$ cat src/rtl/fixed_memory_arbiter_if.sv
// Request/response/memory bundle for the two-requester memory arbiter.
// The arbiter takes the slave view; requesters and the memory take the master view.
interface fixed_memory_arbiter_if #(
  parameter int DATAWIDTH = 16,
  parameter int ADDRWIDTH = 10
);
  logic [1:0]             ReqValid;
  logic [1:0]             ReqReady;
  logic [1:0]             ReqWrite;
  logic [2*ADDRWIDTH-1:0] ReqAddr;
  logic [2*DATAWIDTH-1:0] ReqData;
  logic [1:0]             RespValid;
  logic [1:0]             RespReady;
  logic [DATAWIDTH-1:0]   RespData;
  logic                   MemEn;
  logic                   MemWrite;
  logic [ADDRWIDTH-1:0]   MemAddr;
  logic [DATAWIDTH-1:0]   MemWrData;
  logic [DATAWIDTH-1:0]   MemRdData;

  modport slave (
    input  ReqValid, ReqWrite, ReqAddr, ReqData, RespReady, MemRdData,
    output ReqReady, RespValid, RespData, MemEn, MemWrite, MemAddr, MemWrData
  );

  modport master (
    output ReqValid, ReqWrite, ReqAddr, ReqData, RespReady, MemRdData,
    input  ReqReady, RespValid, RespData, MemEn, MemWrite, MemAddr, MemWrData
  );
endinterface

$ cat src/rtl/fixed_memory_arbiter.sv
// Two-requester arbiter in front of a single-port memory: alternating priority on
// contention, one write per cycle, reads held until the owning requester accepts.
module fixed_memory_arbiter #(
  parameter int DATAWIDTH = 16,
  parameter int ADDRWIDTH = 10
) (
  input  logic                  clk,
  input  logic                  async_rst,
  input  logic                  clk_en,
  input  logic                  sync_rst,
  fixed_memory_arbiter_if.slave bus
);

  typedef enum logic [1:0] {IDLE, READ_WAIT, RESP_HOLD} state_t;

  state_t               state_reg;
  logic                 last_grant_reg;
  logic                 owner_reg;
  logic [DATAWIDTH-1:0] hold_data_reg;

  logic [ADDRWIDTH-1:0] req_addr [0:1];
  logic [DATAWIDTH-1:0] req_data [0:1];
  logic                 grant_valid;
  logic                 grant_idx;

  generate
    for (genvar gi = 0; gi < 2; gi++) begin : g_unpack
      assign req_addr[gi] = bus.ReqAddr[gi*ADDRWIDTH +: ADDRWIDTH];
      assign req_data[gi] = bus.ReqData[gi*DATAWIDTH +: DATAWIDTH];
    end
  endgenerate

  // On a tie the requester that did not win last time gets the slot.
  assign grant_valid = clk_en && (state_reg == IDLE) && (|bus.ReqValid);
  assign grant_idx   = (bus.ReqValid == 2'b11) ? ~last_grant_reg : bus.ReqValid[1];

  always_comb begin
    bus.ReqReady  = 2'b00;
    bus.MemEn     = 1'b0;
    bus.MemWrite  = 1'b0;
    bus.MemAddr   = '0;
    bus.MemWrData = '0;
    if (grant_valid) begin
      bus.ReqReady  = grant_idx ? 2'b10 : 2'b01;
      bus.MemEn     = 1'b1;
      bus.MemWrite  = bus.ReqWrite[grant_idx];
      bus.MemAddr   = req_addr[grant_idx];
      bus.MemWrData = req_data[grant_idx];
    end
  end

  always_comb begin
    bus.RespValid = 2'b00;
    if (clk_en && (state_reg != IDLE))
      bus.RespValid = owner_reg ? 2'b10 : 2'b01;
  end

  // Read data comes straight from memory the first cycle, then from the capture register.
  always_comb begin
    case (state_reg)
      READ_WAIT: bus.RespData = bus.MemRdData;
      RESP_HOLD: bus.RespData = hold_data_reg;
      default:   bus.RespData = '0;
    endcase
  end

  always_ff @(posedge clk or posedge async_rst) begin
    if (async_rst) begin
      state_reg      <= IDLE;
      last_grant_reg <= 1'b1;
      owner_reg      <= 1'b0;
      hold_data_reg  <= '0;
    end else if (sync_rst) begin
      state_reg      <= IDLE;
      last_grant_reg <= 1'b1;
      owner_reg      <= 1'b0;
      hold_data_reg  <= '0;
    end else if (clk_en) begin
      case (state_reg)
        IDLE: begin
          if (grant_valid) begin
            last_grant_reg <= grant_idx;
            if (!bus.ReqWrite[grant_idx]) begin
              owner_reg <= grant_idx;
              state_reg <= READ_WAIT;
            end
          end
        end
        READ_WAIT: begin
          if (bus.RespReady[owner_reg]) begin
            state_reg <= IDLE;
          end else begin
            hold_data_reg <= bus.MemRdData;
            state_reg     <= RESP_HOLD;
          end
        end
        RESP_HOLD: begin
          if (bus.RespReady[owner_reg])
            state_reg <= IDLE;
        end
        default: state_reg <= IDLE;
      endcase
    end
  end

endmodule

$ cat src/flat_wrapper.sv
// flat-port wrapper written by rule: the top's interface ports become plain ports
module fixed_memory_arbiter_flat 
#(
  parameter int DATAWIDTH = 16,
  parameter int ADDRWIDTH = 10
)
  (clk, async_rst, clk_en, sync_rst, bus_ReqValid, bus_ReqWrite, bus_ReqAddr, bus_ReqData, bus_RespReady, bus_MemRdData, bus_ReqReady, bus_RespValid, bus_RespData, bus_MemEn, bus_MemWrite, bus_MemAddr, bus_MemWrData);
  fixed_memory_arbiter_if #(.DATAWIDTH(DATAWIDTH), .ADDRWIDTH(ADDRWIDTH)) bus_i ();
  input  logic clk;
  input  logic async_rst;
  input  logic clk_en;
  input  logic sync_rst;
  input wire logic [$bits(bus_i.ReqValid)-1:0] bus_ReqValid;
  input wire logic [$bits(bus_i.ReqWrite)-1:0] bus_ReqWrite;
  input wire logic [$bits(bus_i.ReqAddr)-1:0] bus_ReqAddr;
  input wire logic [$bits(bus_i.ReqData)-1:0] bus_ReqData;
  input wire logic [$bits(bus_i.RespReady)-1:0] bus_RespReady;
  input wire logic [$bits(bus_i.MemRdData)-1:0] bus_MemRdData;
  output wire logic [$bits(bus_i.ReqReady)-1:0] bus_ReqReady;
  output wire logic [$bits(bus_i.RespValid)-1:0] bus_RespValid;
  output wire logic [$bits(bus_i.RespData)-1:0] bus_RespData;
  output wire logic [$bits(bus_i.MemEn)-1:0] bus_MemEn;
  output wire logic [$bits(bus_i.MemWrite)-1:0] bus_MemWrite;
  output wire logic [$bits(bus_i.MemAddr)-1:0] bus_MemAddr;
  output wire logic [$bits(bus_i.MemWrData)-1:0] bus_MemWrData;
  assign bus_i.ReqValid = bus_ReqValid;
  assign bus_i.ReqWrite = bus_ReqWrite;
  assign bus_i.ReqAddr = bus_ReqAddr;
  assign bus_i.ReqData = bus_ReqData;
  assign bus_i.RespReady = bus_RespReady;
  assign bus_i.MemRdData = bus_MemRdData;
  assign bus_ReqReady = bus_i.ReqReady;
  assign bus_RespValid = bus_i.RespValid;
  assign bus_RespData = bus_i.RespData;
  assign bus_MemEn = bus_i.MemEn;
  assign bus_MemWrite = bus_i.MemWrite;
  assign bus_MemAddr = bus_i.MemAddr;
  assign bus_MemWrData = bus_i.MemWrData;
  fixed_memory_arbiter #(.DATAWIDTH(DATAWIDTH), .ADDRWIDTH(ADDRWIDTH)) u_core (.clk(clk), .async_rst(async_rst), .clk_en(clk_en), .sync_rst(sync_rst), .bus(bus_i));
endmodule
$ cat config.mk
export PLATFORM = sky130hd
export DESIGN_NAME = fixed_memory_arbiter_flat
export DESIGN_NICKNAME = d
export VERILOG_FILES = /design/src/rtl/fixed_memory_arbiter_if.sv /design/src/rtl/fixed_memory_arbiter.sv /design/src/flat_wrapper.sv
export SDC_FILE = /design/constraint.sdc
export NUM_CORES = 1
export LEC_CHECK = 0
export CAP_MARGIN = 20
export CELL_PAD_IN_SITES_DETAIL_PLACEMENT = 1
export CELL_PAD_IN_SITES_GLOBAL_PLACEMENT = 2
export CORE_ASPECT_RATIO = 0.9
export CORE_MARGIN = 3
export CORE_UTILIZATION = 16
export CTS_BUF_LIST = sky130_fd_sc_hd__clkbuf_8 sky130_fd_sc_hd__clkbuf_16
export CTS_CLUSTER_DIAMETER = 100
export DETAILED_ROUTE_END_ITERATION = 10
export PLACE_DENSITY_LB_ADDON = 0.2
export SETUP_SLACK_MARGIN = 0.3
export SLEW_MARGIN = 10
export SYNTH_ARGS = -nofsm -noshare
export SYNTH_HDL_FRONTEND = slang
export SYNTH_SLANG_ARGS = --single-unit
export TNS_END_PERCENT = 5
$ cat constraint.sdc
create_clock -name clk -period 1.8 [get_ports clk]
set_input_delay 0.36 -clock clk [delete_from_list [all_inputs] [get_ports clk]]
set_output_delay 0.36 -clock clk [all_outputs]
set_load 0.05 [all_outputs]
== Word-level counts from Yosys, hierarchy flattened ==
Index checks and enable logic that the tools add are counted.

* Bits in registers: 20
* Input port bits: 78
* Output and inout bits: 48
* Word-level logic and storage cells: 71

* $lt $le $gt $ge: 3
* Equal/unequal tests: 8
* Mux-type cells: 40
* Bitwise operators: 2
* Reduce and logical (&&, ||, !) cells: 14

{| class="wikitable"
|+ Operators by type and width
! cell !! count
|-
| $mux W16 || 8
|-
| $mux W10 || 4
|-
| $pmux W16 S2 || 1
|-
| $mux W2 || 10
|-
| $mux W1 || 16
|-
| $reduce_bool A2 Y1 || 5
|-
| $reduce_and A4 Y1 || 2
|-
| $ne A3 B2 Y1 const B || 2
|-
| $pmux W2 S3 || 1
|-
| $reduce_and A3 Y1 || 2
|-
| $eq A2 B2 Y1 const B || 2
|-
| $lt A1 B2 Y1 const B || 2
|-
| $ne A2 B2 Y1 const B || 2
|-
| $logic_and A1 B1 Y1 || 3
|-
| $ne A3 B3 Y1 const B || 1
|-
| $eq A2 B1 Y1 const B || 1
|-
| $ge A2 B2 Y1 const B || 1
|-
| $logic_not A2 Y1 || 1
|-
| $not A1 Y2 || 1
|-
| $reduce_or A2 Y1 || 1
|-
| $not A1 Y1 || 1
|}

== Depth between registers and ports, before layout ==
* Depth after elaboration: 9
* Gate-level depth with buffers: 7
* Gate-level depth less buffers: 5

== Least setup slack after synthesis ==
OpenSTA, ideal clock, no wires.

* Path kind: flip-flop to output port
* Start: register u_core.state_reg[0]
* End: output bus_RespData[10]
* Data arrival time: 1.927 ns
* Required time: 1.440 ns
* Path slack: -0.487 ns
* Cell stages (with the launch flop): 7
* Path buffers: 2
* Cells stage by stage: dfrtp_1 inv_1 ha_1 clkbuf_1 clkbuf_1 a22oi_1 nor2b_1

* Cells in the longest elaborated chain, start to end: 2
* Elaborated cells between the ends (all ways): 3
* Those cells by class: eq/ne: 2; mux: 1

{| class="wikitable"
|+ Ends and longest elaborated chain
! what !! RTL line !! text
|-
| from (decl) || fixed_memory_arbiter.sv:16 || <nowiki>state_t state_reg;</nowiki>
|-
| from (signal assigned) || fixed_memory_arbiter.sv:69 || <nowiki>state_reg <= IDLE;</nowiki>
|-
| from (signal assigned) || fixed_memory_arbiter.sv:74 || <nowiki>state_reg <= IDLE;</nowiki>
|-
| from (signal assigned) || fixed_memory_arbiter.sv:85 || <nowiki>state_reg <= READ_WAIT;</nowiki>
|-
| $eq A2 B2 Y1 / $eq A2 B1 Y1 (equally long branches) || fixed_memory_arbiter.sv:60 || <nowiki>case (state_reg)</nowiki>
|-
| $pmux W16 S2 (*) || fixed_memory_arbiter.sv:60 ||
|-
| to (decl) || flat_wrapper.sv:21 || <nowiki>output wire logic [$bits(bus_i.RespData)-1:0] bus_RespData;</nowiki>
|}

Mark *: on every way between the ends. The rest lies on a longest branch, timed or not.

== Final worst setup path ==
* Start: register u_core.state_reg[1]
* End: output bus_MemAddr[8]

* Cells in the longest elaborated chain, start to end: 4

{| class="wikitable"
|+ Ends and longest elaborated chain
! what !! RTL line !! text
|-
| $logic_not A2 Y1 || fixed_memory_arbiter.sv:34 || <nowiki>assign grant_valid = clk_en && (state_reg == IDLE) && (|bus.ReqValid);</nowiki>
|-
| $logic_and A1 B1 Y1 (2 in a row) || fixed_memory_arbiter.sv:34 ||
|-
| $mux W10 || fixed_memory_arbiter.sv:43 || <nowiki>if (grant_valid) begin</nowiki>
|-
| to (decl) || flat_wrapper.sv:24 || <nowiki>output wire logic [$bits(bus_i.MemAddr)-1:0] bus_MemAddr;</nowiki>
|}

No other way between the ends.

==> metrics.yaml <==
reg2reg_slack_ps: 230
async_reset_ff_frac: 1.000
final.setup.worst_slack_ps: -290.4
worstSetupPathType: "reg -> out"
place.detailed.hpwl_microns: 5972
synth.net_count: 242
wl_per_cell_microns: 17.93
io_pins: 126
skew_ps: 5.139
start_util: 0.1650
clkLatencyLatePin_ps: 260
status: "finished, violations left"
grt_pass1_vias: 2104
syn_area_per_cell_sq_um: 9.396
syn_inst: 161
overflow: 0
timing.rr.end: "u_core.state_reg[1]"
cap_violations: 0
synth_cell_types: 31
cts_buffer_depth: 2
crit_path_end: "bus_MemAddr[8]"
worstSetupEndpointType: "output port"
rows: 33
multi_input_area_sq_um: 1389
period_minus_slack_ps: 2090
fmax_ghz: 0.4784
largest_reg_flops: 16
mostFrequentLayoutCells: "74 x clkdlybuf4s50_1, 53 x buf_12, 26 x a22o_4, 19 x dfrtp_1, 18 x nor2_1"
via_count: 1864
r2r_cells: 6
power_density_nw_per_um2: 448.5
synth_ff_type: "dfrtp_1"
dieHeight_microns: 98.25
synth_edf_count: 0
yosysSeqAreaShare: 0.3317
irDropWorstVdd_mv: 0.2574
layout-drive-gt1-share: 0.5196
drt_iter0_markers: 35
postLayoutCoreUtil: 0.4637
worstSetupStartpoint: "u_core.state_reg[1]"
hold_class: "in -> async"
syn2layout_area_growth_pct: 181.0
grt_pass1_wl_microns: 11780
die_x_microns: 108.5
finalMaxSlewViolations: 0
grt_max_degree: 21
cp_data_required_time_ps: 1440
routed_wl_microns: 7672
start_kind: "register"
worstPathMaxFanout: 7
ctsRootBufferMaster: "clkbuf_8"
drtPass1Iterations: 4
core-area_sq_um: 9166
crit-reg2reg-launch: "u_core.state_reg[1]"
track_usage: 0.1402
rsz0062_at_grt: "yes"
violations: "negative setup slack"
crit_arrival_ps: 1730
ant_nets: 0
final_common_cell: "clkdlybuf4s50_1"
nNetsFinal: 388
die_area_sq_um: 10660
ys_ff_latch: 20
cts_tree: "built"
clkTransAtPathRegs_ps: 80
tightest_slew_ps: 339.8
slew_headroom: 0.7690
timing.final.crit_share: 1.161
portBuffers: 125
fillCellCount: 968
regArea_sq_um: 501.7
yosysWarnings: 0
cts_buffers: 3
netlist_area_sq_um: 1513
cts.sinks: 20
drc: 0
antenna_found_initial: 0
avgViaCountPerCell: 4.355
htree_num_levels: 1
place_congestion: 0.7495
num_antenna_cells: 0
leakagePower_uw: 0.001789
finalSetupViolCount: 45
setup_tns_ps: -9980
finalHoldViolCount: 0
## worst min path at each step
| stage | start | end | slack, ps |
|---|---|---|---|
| CTS | async_rst | u_core.hold_data_reg[0] | 430 |
| global placement | u_core.hold_data_reg[6] | u_core.hold_data_reg[6] | 500 |
| detailed placement | u_core.hold_data_reg[0] | u_core.hold_data_reg[0] | 520 |
| floorplan | async_rst | u_core.hold_data_reg[0] | 320 |
| global route | async_rst | u_core.hold_data_reg[8] | 450 |
| finish | async_rst | u_core.hold_data_reg[8] | 420 |
## area by class of cell
class	count	area share
clock buffers	3	0.009714
clock inverters	1	0.007065
inverters	6	0.005299
multi-input cells	121	0.3268
flip-flops and latches	20	0.1180
well taps	122	0.03591
repair buffers	155	0.4972
## routing by layer
metal	GRT usage	vias up	routed length [microns]
met5	0	-	0
met1	0.1706	887	3068
met2	0.2546	87	3879
li1	-	888	-
met4	0.01748	0	24
met3	0.03437	2	700
## through the flow
stage                     setup WS [ps]  std cells  area, sq um  total power (uW)  hold WS [ps]
after floorplan                   93.92        161         1903             899.5         323.1
after global placement           -385.6        414         3832              1382         503.9
after detailed placement         -412.1        414         3832              1387         518.7
after CTS                        -311.7        426         4203              1933         427.1
after global routing             -360.2        428         4250              2000         450.9
final                            -290.4        428         4250              1906         422.1
## power by group
part,switching (uW),leakage [uW],internal (uW)
Sequential,7.52,0.000275,458
Clock,155,0.0000357,297
Combinational,440,0.00148,549
Total,603,0.00179,1300
## cells in the mapped netlist, types with 2 or more instances
cell / instances / area share
nand2_1: 3 / 0.0074
ha_1: 3 / 0.025
dfrtp_1: 19 / 0.31
a22o_1: 26 / 0.15
a32oi_1: 2 / 0.012
nor2b_1: 16 / 0.066
a22oi_1: 16 / 0.079
inv_1: 6 / 0.015
buf_6: 2 / 0.015
buf_2: 3 / 0.0099
clkbuf_1: 6 / 0.015
nand2b_1: 2 / 0.0083
mux2i_1: 17 / 0.11
nor2_1: 20 / 0.050
and3_1: 2 / 0.0083
nand3b_1: 2 / 0.0099
buf_4: 2 / 0.0099
## critical path, stage by stage, from the launching register on
cell,delay (ps)
dfrtp_1,380
inv_2,60
ha_4,180
and3_4,210
buf_6,140
buf_16,140
a22o_4,220
buf_12,140
## what timing repair did
item | 4_1_cts | 5_1_grt
pin swaps | 4 | 5
setup buffers | 5 | 2
resized for setup | 38 | 8
hold buffers | 0 | 0
gates cloned | 3 | 0
endpoints found under the setup margin | 51 | 66
## logic make-up (layout without fill, tap and decap cells)
kind of cell             Yosys count  count (layout)  synth area share
AND/OR/NAND/NOR                   49              49            0.1770
multiplexers                      18              18            0.1216
buffers and inverters             20             165           0.06781
flip-flops                        20              20            0.3317
adder cells (fa/ha/maj)            3               3           0.02482
AO/OA/AOI/OAI                     51              51            0.2771
No activity file was read; power rests on OpenSTA's default activity.
